**config.mk**
```make
export PLATFORM = sky130hd
export DESIGN_NAME = fifo_burst_reader
export DESIGN_NICKNAME = d
export VERILOG_FILES = /design/src/rtl/fifo_burst_reader.sv
export SDC_FILE = /design/constraint.sdc
export NUM_CORES = 1
export LEC_CHECK = 0
export CORE_ASPECT_RATIO = 1.1
export CORE_MARGIN = 2
export CORE_UTILIZATION = 55
export DETAILED_ROUTE_END_ITERATION = 8
export GPL_TIMING_DRIVEN = 0
export PLACE_DENSITY = 0.84
export RECOVER_POWER = 50
export SETUP_SLACK_MARGIN = 0.2
export SLEW_MARGIN = 15
export SYNTH_ARGS = -nofsm -noshare
export SYNTH_HDL_FRONTEND = slang
export SYNTH_SLANG_ARGS = --single-unit
```
**constraint.sdc**
```tcl
create_clock -name fifo_clk -period 9.14 [get_ports fifo_clk]
set_input_delay 1.371 -clock fifo_clk [delete_from_list [all_inputs] [get_ports fifo_clk]]
set_output_delay 1.371 -clock fifo_clk [all_outputs]
set_load 0.03 [all_outputs]
```
**src/rtl/fifo_burst_reader.sv**
```systemverilog
// -----------------------------------------------------------------------------
// fifo_burst_reader
//
// Read-side drain stage placed directly after a synchronous FIFO. It pops
// BURST_LEN words per burst once that many are stored, or drains all stored
// words as a partial burst while flush is high. The FIFO has a one-cycle
// read latency, so returning words land in a 2-entry output buffer. The
// consumer sees a valid/ready stream with an end-of-burst marker.
//
// Optional feature (macro BURST_CNT_EN): adds burst_count[15:0], a wrapping
// count of completed bursts.
//
// Ports:
//   fifo_clk         in   clock, rising edge
//   rst              in   synchronous reset, active-high
//   fifo_empty       in   FIFO empty flag
//   fifo_data_avail  in   occupied FIFO entries [FIFO_PTR:0]
//   fifo_rddata      in   FIFO read data, valid the cycle after fifo_rden
//   fifo_rden        out  FIFO pop strobe (combinational)
//   flush            in   level; permits a partial burst of all stored words
//   out_valid        out  out_data/out_last valid
//   out_ready        in   consumer ready
//   out_data         out  output word
//   out_last         out  final word of the current burst
//   busy             out  high whenever the FSM is not IDLE
//   state_dbg        out  raw FSM state (0=IDLE, 1=BURST)
//   burst_count      out  completed-burst counter (BURST_CNT_EN only)
//
// Handshake: a word transfers on every rising edge where out_valid and
// out_ready are both high. Once out_valid is high, out_data and out_last
// hold steady until that transfer; out_valid never drops without a transfer
// (except on rst).
// -----------------------------------------------------------------------------
module fifo_burst_reader #(
  parameter int FIFO_PTR   = 4,
  parameter int FIFO_WIDTH = 32,
  parameter int BURST_LEN  = 4
) (
  input  logic                  fifo_clk,
  input  logic                  rst,
  input  logic                  fifo_empty,
  input  logic [FIFO_PTR:0]     fifo_data_avail,
  input  logic [FIFO_WIDTH-1:0] fifo_rddata,
  output logic                  fifo_rden,
  input  logic                  flush,
  output logic                  out_valid,
  input  logic                  out_ready,
  output logic [FIFO_WIDTH-1:0] out_data,
  output logic                  out_last,
  output logic                  busy,
  output logic [0:0]            state_dbg
`ifdef BURST_CNT_EN
  ,
  output logic [15:0]           burst_count
`endif
);

  localparam logic [0:0] IDLE  = 1'b0;
  localparam logic [0:0] BURST = 1'b1;

  localparam logic [FIFO_PTR:0] BURST_LEN_W = (FIFO_PTR+1)'(BURST_LEN);
  localparam logic [FIFO_PTR:0] ONE_W       = (FIFO_PTR+1)'(1);

  logic [0:0]            state;
  logic [FIFO_PTR:0]     len;       // words in the current burst
  logic [FIFO_PTR:0]     issued;    // pops issued this burst
  logic [FIFO_PTR:0]     accepted;  // words accepted this burst
  logic                  inflight;  // fifo_rddata is valid this cycle
  logic                  inflight_last;

  logic [FIFO_WIDTH-1:0] buf_data [2];
  logic                  buf_last [2];
  logic [1:0]            buf_cnt;

  logic                  pop;
  logic                  push;
  logic                  done;
  logic                  last_issue;
  logic [2:0]            occ_after;

  assign pop  = out_valid && out_ready;
  assign push = inflight;
  assign done = pop && out_last;

  // Slots still committed after this cycle's pop; a new pop is only issued
  // when its returning word is guaranteed a buffer entry.
  assign occ_after  = {1'b0, buf_cnt} + {2'b00, inflight} - {2'b00, pop};
  assign last_issue = (issued == (len - ONE_W));

  assign fifo_rden = (state == BURST) && !fifo_empty && (issued < len) &&
                     (occ_after < 3'd2);

  assign out_valid = (buf_cnt != 2'd0);
  assign out_data  = buf_data[0];
  assign out_last  = buf_last[0] && out_valid;
  assign busy      = (state != IDLE);
  assign state_dbg = state;

  // FSM and burst bookkeeping
  always_ff @(posedge fifo_clk) begin
    if (rst) begin
      state         <= IDLE;
      len           <= '0;
      issued        <= '0;
      accepted      <= '0;
      inflight      <= 1'b0;
      inflight_last <= 1'b0;
    end else begin
      inflight      <= fifo_rden;
      inflight_last <= fifo_rden && last_issue;
      case (state)
        IDLE: begin
          issued   <= '0;
          accepted <= '0;
          if (fifo_data_avail >= BURST_LEN_W) begin
            state <= BURST;
            len   <= BURST_LEN_W;
          end else if (flush && (fifo_data_avail != '0)) begin
            state <= BURST;
            len   <= fifo_data_avail;
          end
        end
        BURST: begin
          if (fifo_rden) issued <= issued + ONE_W;
          if (pop) accepted <= accepted + ONE_W;
          if (done) begin
            state    <= IDLE;
            issued   <= '0;
            accepted <= '0;
          end
        end
        default: state <= IDLE;
      endcase
    end
  end

  // 2-entry output buffer; entry 0 is the head driving the outputs.
  always_ff @(posedge fifo_clk) begin
    if (rst) begin
      buf_cnt <= 2'd0;
      for (int i = 0; i < 2; i++) begin
        buf_data[i] <= '0;
        buf_last[i] <= 1'b0;
      end
    end else begin
      case ({push, pop})
        2'b10: begin
          buf_data[buf_cnt[0]] <= fifo_rddata;
          buf_last[buf_cnt[0]] <= inflight_last;
          buf_cnt              <= buf_cnt + 2'd1;
        end
        2'b01: begin
          buf_data[0] <= buf_data[1];
          buf_last[0] <= buf_last[1];
          buf_cnt     <= buf_cnt - 2'd1;
        end
        2'b11: begin
          if (buf_cnt == 2'd1) begin
            buf_data[0] <= fifo_rddata;
            buf_last[0] <= inflight_last;
          end else begin
            buf_data[0] <= buf_data[1];
            buf_last[0] <= buf_last[1];
            buf_data[1] <= fifo_rddata;
            buf_last[1] <= inflight_last;
          end
        end
        default: ;
      endcase
    end
  end

`ifdef BURST_CNT_EN
  logic [15:0] burst_cnt_q;

  always_ff @(posedge fifo_clk) begin
    if (rst) begin
      burst_cnt_q <= 16'd0;
    end else if (done) begin
      burst_cnt_q <= burst_cnt_q + 16'd1;
    end
  end

  assign burst_count = burst_cnt_q;
`endif

endmodule
```
==> results.py, run 1 <==
metrics = {
    "synth": {
        "syn_area_um2": 3790,
        "synth-edff-count": 66,
        "syn_area_per_cell_um2": 12.7,
        "syn-num-nets": 351,
        "ys_types": 41,
        "ys_ff_latch": 81,
        "async_flop_share_pct": 0,
        "ys_seq_area_share_pct": 60.2,
        "ys.flop_type": "edfxtp_1",
        "synthCells": 299,
        "synth_warnings": 0,
    },
    "setup_path": {
        "worst_path_most_repeated_cell": "inv_1",
        "crit_chain": "dlygate4sd3_1 -> nand2b_4 -> clkbuf_1 -> xnor2_1 -> and2_1 -> inv_1 -> fa_1 -> and4bb_1 -> and3_1 -> nand2_1 -> inv_1 -> clkdlybuf4s50_1",
        "rrSetupSlack_ns": 5.14,
        "start_kind": "input pin",
        "crit_family": "buffers and inverters",
        "crit_arrival_ns": 4.61,
        "required_ns": 7.77,
        "crit_type": "in2out",
        "critical-path-slowest-cell": "clkdlybuf4s50_1",
        "critPathMaxFanout": 9,
        "critPathMaxStageDelay_ns": 0.66,
        "r2r-end": "buf_data[0][22]",
        "cp_num_buf_inv": 5,
        "regToRegStartpoint": "buf_cnt[0]",
        "cp.depth": 12,
        "reg2regPathDepth": 9,
        "endpoint_kind": "output port",
    },
    "timing": {
        "setup-violations-final": 0,
        "period_needed_ns": 5.98,
        "max_freq_ghz": 0.167,
        "slew_viol_final": 41,
        "slew_headroom_pct": -63.3,
        "worstMarginPinSlew_ns": 2.39,
        "grt_setup_unrepaired": "no",
        "fin_crit_sh_pct": 65.4,
        "fin_skew_ns": 0.0116,
        "hold_viol": 0,
        "finalSetupTns_ns": 0,
    },
    "cts": {
        "cts_tree": "yes",
        "clkTransAtPathRegs_ns": 0.08,
        "postCtsSetupBuffers": 0,
        "clockBufferDepth": 2,
        "cts-buffers-inserted": 9,
        "cts.sink_count": 81,
        "cts_resized": 0,
        "clock_latency_ns": 0.35,
        "root_buffer": "clkbuf_8",
        "cts_hold_buffers": 0,
        "h-tree-depth": 3,
    },
    "die": {
        "start_util_pct": 57.2,
        "dieArea_um2": 7570,
        "dieWidth_um": 83.2,
        "io_pins": 79,
        "rows": 31,
        "core_area_um2": 6630,
        "dieHeight_um": 91.1,
    },
    "run": {
        "cap_violations": 2,
    },
    "global_route": {
        "grt_pass1_vias": 2497,
        "groute.usage.overall_pct": 20.0,
        "grt-ovfl-total": 0,
        "grt_max_degree": 34,
        "antenna_found_initial": 0,
        "grt_pass1_wl_um": 12000,
    },
    "place": {
        "dp_hpwl_um": 5130,
        "gp_congestion": 0.857,
        "numPortBuffers": 77,
    },
    "layout": {
        "multiInputGateArea_um2": 1310,
        "final_common_cell": "edfxtp_1",
        "final_cell_mix": "edfxtp_1, nor2_1, clkdlybuf4s50_1, dlygate4sd3_1, mux2i_1",
        "finalNetCount": 440,
        "num_antenna_cells": 0,
        "finish.utilization_pct": 73.5,
        "fillers": 443,
        "ff_latch_area_um2": 2280,
        "syn2layout_area_growth_pct": 28.6,
        "drive_above_1_share_pct": 6.12,
    },
    "pwr": {
        "vdd_ir_drop_max_mv": 0.107,
        "powerDensity_nw_per_um2": 213,
        "leakage_nw": 1.73,
        "total_power_mw": 1.04,
    },
    "route": {
        "initialDrtViolationCount": 108,
        "drc": 0,
        "drt_wl_total_um": 7210,
        "vias": 2525,
        "avgViaCountPerCell": 5.33,
        "dr.pass1.iters": 4,
        "antenna_left": 0,
        "wl_per_cell_um": 15.2,
    },
    "status": {
        "violations": "max-capacitance violations, max-slew violations",
        "status": "finished, violations left",
    },
    "min_path": {
        "min_path_cells": 2,
        "min_to": "len[4]",
        "holdCritPathClass": "reg2reg",
        "hp-start": "len[4]",
    },
}
synthesized netlist by cell type (2+ instances only):
| master | number | share of area (%) |
|---|---|---|
| inv_1 | 14 | 1.4 |
| a21oi_1 | 8 | 1.1 |
| nand2b_1 | 2 | 0.33 |
| and2_1 | 34 | 5.6 |
| nand2_1 | 4 | 0.40 |
| xnor2_1 | 7 | 1.6 |
| or4_1 | 3 | 0.59 |
| dlymetal6s2s_1 | 3 | 0.99 |
| dfxtp_1 | 15 | 7.9 |
| nor3_1 | 5 | 0.66 |
| clkbuf_1 | 6 | 0.59 |
| nand3_1 | 7 | 0.92 |
| nor3b_1 | 2 | 0.40 |
| ha_1 | 9 | 3.0 |
| o211a_1 | 2 | 0.53 |
| o31ai_1 | 5 | 0.99 |
| buf_6 | 6 | 1.8 |
| edfxtp_1 | 66 | 52 |
| nor2_1 | 42 | 4.2 |
| nor4_1 | 2 | 0.33 |
| o21ai_0 | 4 | 0.53 |
| mux2i_1 | 34 | 9.0 |
worst max-delay path by stage:
stage              start  slack (ns)        end
5_1_grt        out_ready        3.00  fifo_rden
4_1_cts        out_ready        3.45  fifo_rden
2_1_floorplan  out_ready        4.76  fifo_rden
6_report       out_ready        3.16  fifo_rden
3_3_place_gp   out_ready        3.52  fifo_rden
3_5_place_dp   out_ready        3.48  fifo_rden
metal layers:
metal	track usage [%]	up-vias	wire (µm)
met1	24.7	1209	3010
met2	34.0	64	3690
met5	0	-	0
li1	-	1237	-
met4	9.02	0	168
met3	3.73	15	334
cell type report:
cell class / count / share of cell area (%)
Sequential cell: 81 / 46.8
Timing Repair Buffer: 78 / 16.4
Buffer: 16 / 2.46
Clock buffer: 10 / 2.62
Tap cell: 82 / 2.10
Clock inverter: 5 / 1.62
Inverter: 14 / 1.08
Multi-Input combinational cell: 188 / 26.9
cells by family (layout without fill, tap and decap cells):
family | after synthesis | count (layout) | synth area share (%)
flops | 81 | 81 | 60.2
xor+xnor | 8 | 8 | 1.85
mux | 34 | 34 | 8.98
simple gates | 111 | 111 | 15.6
fa+ha+maj | 10 | 10 | 3.50
compound gates | 25 | 25 | 4.89
buf+inv | 30 | 123 | 4.95
tightest hold or removal path: cells and delay by family, from the launching register on:
kind | cells | cell delay (ns)
flip-flops | 1 | 0.33
buffers and inverters | 1 | 0.09
AND/OR/NAND/NOR | 1 | 0.06
sequential cells by signal, indices dropped and copies added (netlist names):
register and count:
buf_last 2, issued 5, len 5, buf_cnt 2
buf_data 64, inflight_last 1, busy 1, inflight 1
metrics by stage:
step                      setup WS [ns]  cells  hold WS, ns  area, µm²
after floorplan                    4.76    299        0.456       3790
after global placement             3.52    458        0.473       4660
after detailed placement           3.48    459        0.507       4710
after CTS                          3.45    474        0.518       4910
after global routing               3.00    474        0.532       4880
final                              3.16    474        0.518       4880
where the power goes:
part / switching [mW] / total (mW) / leakage [nW] / internal (mW)
clock network: 0.124 / 0.276 / 0.107 / 0.152
registers: 0.0162 / 0.469 / 0.805 / 0.453
logic: 0.171 / 0.291 / 0.814 / 0.120
No activity file was read; power rests on OpenSTA's default activity.
==> run 2, diff against run 1 <==
- CORE_UTILIZATION: 55 -> 46
- PLACE_DENSITY: 0.84 -> 0.75
- clock period: 9.14 -> 5.3 ns (I/O delays scaled with it)
==> run 2 against run 1 <==
Critical path depth unchanged. Sequential power up 72%. Sequential cell count unchanged. Largest cell class unchanged. The run still ends with max-capacitance violations, max-slew violations left. Non-clock buffer count unchanged.
==> results.py, run 2 (synthesis results as in run 1) <==
metrics = {
    "setup_path": {
        "endpoint_kind": "output port",
        "regToRegStartpoint": "buf_cnt[0]",
        "crit_family": "buffers and inverters",
        "required_ns": 4.51,
        "rrSetupSlack_ns": 1.30,
        "crit_chain": "dlygate4sd3_1 -> nand2b_4 -> buf_6 -> xnor2_1 -> and2_1 -> inv_1 -> fa_1 -> and4bb_1 -> and3_1 -> nand2_1 -> inv_1 -> clkdlybuf4s50_1",
        "reg2regPathDepth": 9,
        "crit_type": "in2out",
        "critPathMaxStageDelay_ns": 0.66,
        "start_kind": "input pin",
        "critical-path-slowest-cell": "clkdlybuf4s50_1",
        "worst_path_most_repeated_cell": "inv_1",
        "crit_arrival_ns": 3.81,
        "critPathMaxFanout": 9,
        "r2r-end": "buf_data[0][8]",
        "cp_num_buf_inv": 5,
    },
    "layout": {
        "drive_above_1_share_pct": 6.87,
        "final_common_cell": "edfxtp_1",
        "syn2layout_area_growth_pct": 28.9,
        "reg.largest.list": "buf_data x64, issued x5, len x5",
        "final_area_um2": 4890,
        "final_cell_mix": "edfxtp_1, nor2_1, clkdlybuf4s50_1, dlygate4sd3_1, mux2i_1",
        "largest_reg_flops": 64,
        "fillers": 653,
        "ff_latch_area_um2": 2280,
        "largest_register": "buf_data",
        "num_antenna_cells": 0,
        "multiInputGateArea_um2": 1310,
        "finalNetCount": 440,
    },
    "pwr": {
        "powerDensity_nw_per_um2": 362,
        "leakage_nw": 1.71,
        "total_power_mw": 1.77,
        "vdd_ir_drop_max_mv": 0.174,
    },
    "min_path": {
        "holdCritPathClass": "reg2reg",
        "min_path_cells": 2,
        "hp-start": "len[4]",
        "min_to": "len[4]",
    },
    "place": {
        "dp_hpwl_um": 5240,
        "gp_congestion": 0.816,
        "post-place-ws_ns": 0.764,
        "placed_area_um2": 4740,
        "numPortBuffers": 77,
    },
    "cts": {
        "cts_tree": "yes",
        "cts-buffers-inserted": 9,
        "clockBufferDepth": 2,
        "h-tree-depth": 3,
        "cts_hold_buffers": 0,
        "postCtsSetupBuffers": 0,
        "root_buffer": "clkbuf_8",
        "cts_resized": 0,
        "clkTransAtPathRegs_ns": 0.09,
        "clock_latency_ns": 0.36,
        "cts.sink_count": 81,
    },
    "timing": {
        "slew_headroom_pct": -77.3,
        "setup-violations-final": 0,
        "grt_setup_unrepaired": "no",
        "fin_crit_sh_pct": 86.9,
        "holdWs_ns": 0.491,
        "fin_ws_ns": 0.692,
        "fin_skew_ns": 0.0123,
        "slew_viol_final": 7,
        "max_freq_ghz": 0.217,
        "period_needed_ns": 4.61,
        "hold_viol": 0,
        "worstMarginPinSlew_ns": 2.59,
        "finalSetupTns_ns": 0,
    },
    "run": {
        "cap_violations": 1,
    },
    "route": {
        "vias": 2487,
        "drt_wl_total_um": 7290,
        "wl_per_cell_um": 14.5,
        "initialDrtViolationCount": 65,
        "dr.pass1.iters": 4,
        "avgViaCountPerCell": 4.96,
        "antenna_left": 0,
        "drc": 0,
    },
    "global_route": {
        "antenna_found_initial": 0,
        "grt_pass1_wl_um": 11900,
        "groute.usage.overall_pct": 17.1,
        "grt-ovfl-total": 0,
        "grt_pass1_vias": 2379,
        "grt_max_degree": 34,
    },
    "status": {
        "violations": "max-capacitance violations, max-slew violations",
        "status": "finished, violations left",
    },
    "die": {
        "io_pins": 79,
        "dieArea_um2": 8980,
        "rows": 34,
        "dieWidth_um": 90.6,
        "dieHeight_um": 99.2,
        "core_area_um2": 7960,
        "start_util_pct": 47.7,
    },
}
-- run 2: cell types whose count changed in the layout (fill, tap and decap cells not counted), sizes merged --
cell,delta
buf,+1
bufinv,-1
clkbuf,-2
clkinv,+1
clkinvlp,+2
-- run 2: report_power, final --
part           internal (mW)  switching, mW  leakage [nW]
sequential             0.780         0.0284         0.805
combinational          0.212          0.292         0.812
clock                  0.221          0.238        0.0973
-- run 2: layout make-up --
cell class,instances,area share (%)
flip-flops and latches,81,46.7
multi-input cells,188,26.7
repair buffers,78,15.8
plain buffers,16,2.76
well taps,108,2.76
clock buffers,9,2.53
clock inverters,7,1.61
inverters,14,1.08
-- run 2: metal layers --
metal  GRT usage [%]  vias up  part of all wire [%]
li1                -     1237                     -
met2            28.8       68                    50
met4            8.64        0                   1.8
met5               0        -                     0
met3            3.86       11                   5.6
met1            20.7     1171                    42
-- run 2: how the worst max path moves through the flow --
stage	from	endpoint	slack, ns	cells past startpoint
detailed placement	out_ready	fifo_rden	0.76	12
floorplan	buf_cnt[0]	fifo_rden	2.06	13
finish	out_ready	fifo_rden	0.69	12
global placement	out_ready	buf_data[1][8]	0.71	4
CTS	out_ready	fifo_rden	0.74	12
global route	out_ready	fifo_rden	0.49	12
-- run 2: worst min-delay path, stage by stage (launching register included) --
cell and delay [ns]:
dfxtp_1 0.33, inv_1 0.07, nor4_1 0.05
-- run 2: through the flow --
| stage | instances | utilization (%) |
|---|---|---|
| after detailed placement | 485 | 59.6 |
| final | 501 | 61.4 |
| after global placement | 484 | 59.0 |
| after CTS | 501 | 62.1 |
| after floorplan | 299 | - |
| after global routing | 501 | 61.4 |
==> run 3, diff against run 2 <==
- CORE_UTILIZATION: 46 -> 35
- PLACE_DENSITY: 0.75 -> 0.6
==> run 3 against run 2 <==
The run still ends with max-capacitance violations, max-slew violations left. Die area grew 30%. Critical path depth is the same. Total power grew 12%. Sequential cell count is the same. Critical path type unchanged. Critical endpoint unchanged. Highest routed layer unchanged.
==> results.py, run 3 (synthesis results as in run 1) <==
metrics = {
    "timing": {
        "setup-violations-final": 0,
        "period_needed_ns": 4.58,
        "fin_crit_sh_pct": 86.5,
        "fin_skew_ns": 0.00931,
        "hold_viol": 0,
        "slew_headroom_pct": -2.47,
        "worstMarginPinSlew_ns": 1.54,
        "fin_ws_ns": 0.715,
        "slew_viol_final": 28,
        "finalSetupTns_ns": 0,
        "grt_setup_unrepaired": "no",
        "max_freq_ghz": 0.218,
    },
    "pwr": {
        "vdd_ir_drop_max_mv": 0.157,
        "leakage_nw": 1.79,
        "powerDensity_nw_per_um2": 389,
        "total_power_mw": 1.98,
    },
    "global_route": {
        "antenna_found_initial": 0,
        "groute.usage.overall_pct": 13.4,
        "grt_pass1_wl_um": 12000,
        "grt-ovfl-total": 0,
        "grt_pass1_vias": 2388,
        "grt_max_degree": 28,
    },
    "die": {
        "dieHeight_um": 113,
        "io_pins": 79,
        "core_area_um2": 10500,
        "start_util_pct": 36.1,
        "rows": 39,
        "dieArea_um2": 11700,
        "dieWidth_um": 103,
    },
    "layout": {
        "num_antenna_cells": 0,
        "final_area_um2": 5090,
        "final_cell_mix": "edfxtp_1, nor2_1, clkdlybuf4s50_1, dlygate4sd3_1, mux2i_1",
        "finalNetCount": 441,
        "largest_reg_flops": 64,
        "drive_above_1_share_pct": 6.87,
        "reg.largest.list": "buf_data x64, issued x5, len x5",
        "fillers": 936,
        "syn2layout_area_growth_pct": 34.4,
        "largest_register": "buf_data",
        "final_common_cell": "edfxtp_1",
    },
    "setup_path": {
        "crit_arrival_ns": 3.79,
        "critPathMaxStageDelay_ns": 0.66,
        "crit_end": "fifo_rden",
        "endpoint_kind": "output port",
        "crit_family": "buffers and inverters",
        "critical-path-slowest-cell": "clkdlybuf4s50_1",
        "reg2regPathDepth": 10,
        "critPathLaunch": "out_ready",
        "critPathMaxFanout": 9,
        "rrSetupSlack_ns": 2.04,
        "cp.depth": 12,
        "cp_num_buf_inv": 5,
        "crit_chain": "dlygate4sd3_1 -> nand2b_4 -> buf_6 -> xnor2_1 -> and2_1 -> inv_1 -> fa_1 -> and4bb_1 -> and3_1 -> nand2_1 -> inv_1 -> clkdlybuf4s50_1",
        "r2r-end": "buf_data[0][3]",
        "regToRegStartpoint": "buf_cnt[0]",
        "crit_type": "in2out",
        "start_kind": "input pin",
        "required_ns": 4.51,
        "worst_path_most_repeated_cell": "inv_1",
    },
    "cts": {
        "postCtsSetupBuffers": 0,
        "clkTransAtPathRegs_ns": 0.06,
        "cts_tree": "yes",
        "cts_resized": 0,
        "clock_latency_ns": 0.33,
        "cts.sink_count": 81,
        "clockBufferDepth": 2,
        "root_buffer": "clkbuf_16",
        "h-tree-depth": 3,
        "cts_hold_buffers": 0,
        "cts-buffers-inserted": 9,
    },
    "route": {
        "vias": 2510,
        "avgViaCountPerCell": 4.68,
        "initialDrtViolationCount": 64,
        "dr.pass1.iters": 4,
        "wl_per_cell_um": 13.8,
        "drc": 0,
        "antenna_left": 0,
        "drt_wl_total_um": 7420,
    },
    "place": {
        "dp_hpwl_um": 5290,
        "post-place-ws_ns": 0.804,
        "placed_area_um2": 4800,
        "numPortBuffers": 77,
        "gp_congestion": 0.755,
    },
    "run": {
        "cap_violations": 1,
    },
    "min_path": {
        "holdCritPathClass": "reg2reg",
    },
    "status": {
        "status": "finished, violations left",
        "violations": "max-capacitance violations, max-slew violations",
    },
}
## run 3: worst register-to-register path: cells and delay by family (launching register included)
kind / cells / cell delay, ns
AOI/OAI and AO/OA: 1 / 0.08
DFF: 1 / 0.35
buffers and inverters: 5 / 1.67
adders and majority gates: 1 / 0.23
and+or+nand+nor: 3 / 0.54
## run 3: layout make-up
type | instances | area, µm² | area share (%)
Sequential cell | 81 | 2280 | 44.8
Multi-Input combinational cell | 188 | 1330 | 26.2
Inverter | 14 | 52.6 | 1.03
Tap cell | 143 | 179 | 3.51
Clock buffer | 9 | 225 | 4.42
Buffer | 16 | 128 | 2.51
Timing Repair Buffer | 79 | 802 | 15.7
Clock inverter | 6 | 92.6 | 1.82
## run 3: through the flow
stage	cells	utilization (%)	hold WS, ns
floorplan	299	-	0.456
global placement	519	45.2	0.503
detailed placement	521	45.8	0.497
CTS	536	48.8	0.505
global route	536	48.6	0.528
finish	536	48.6	0.500
## run 3: how the worst min path moves through the flow
stage / from / to / slack [ns] / cells past startpoint
after global routing: len[4] / len[4] / 0.53 / 2
after floorplan: len[4] / len[4] / 0.46 / 2
after CTS: len[4] / len[4] / 0.51 / 2
final: len[4] / len[4] / 0.50 / 2
after global placement: issued[0] / issued[0] / 0.50 / 2
after detailed placement: len[4] / len[4] / 0.50 / 2
## run 3: report_power, final
part	switching [mW]	total [mW]	internal (mW)
logic	0.301	0.515	0.215
clock network	0.247	0.659	0.412
registers	0.0282	0.809	0.781
total	0.576	1.98	1.41
## run 3: per-layer routing
metal | global-route usage, % | up-vias | wire (µm)
met4 | 3.95 | 0 | 80
met1 | 16.9 | 1194 | 3330
met2 | 22.2 | 66 | 3650
met3 | 4.20 | 7 | 357
met5 | 0 | - | 0
li1 | - | 1243 | -
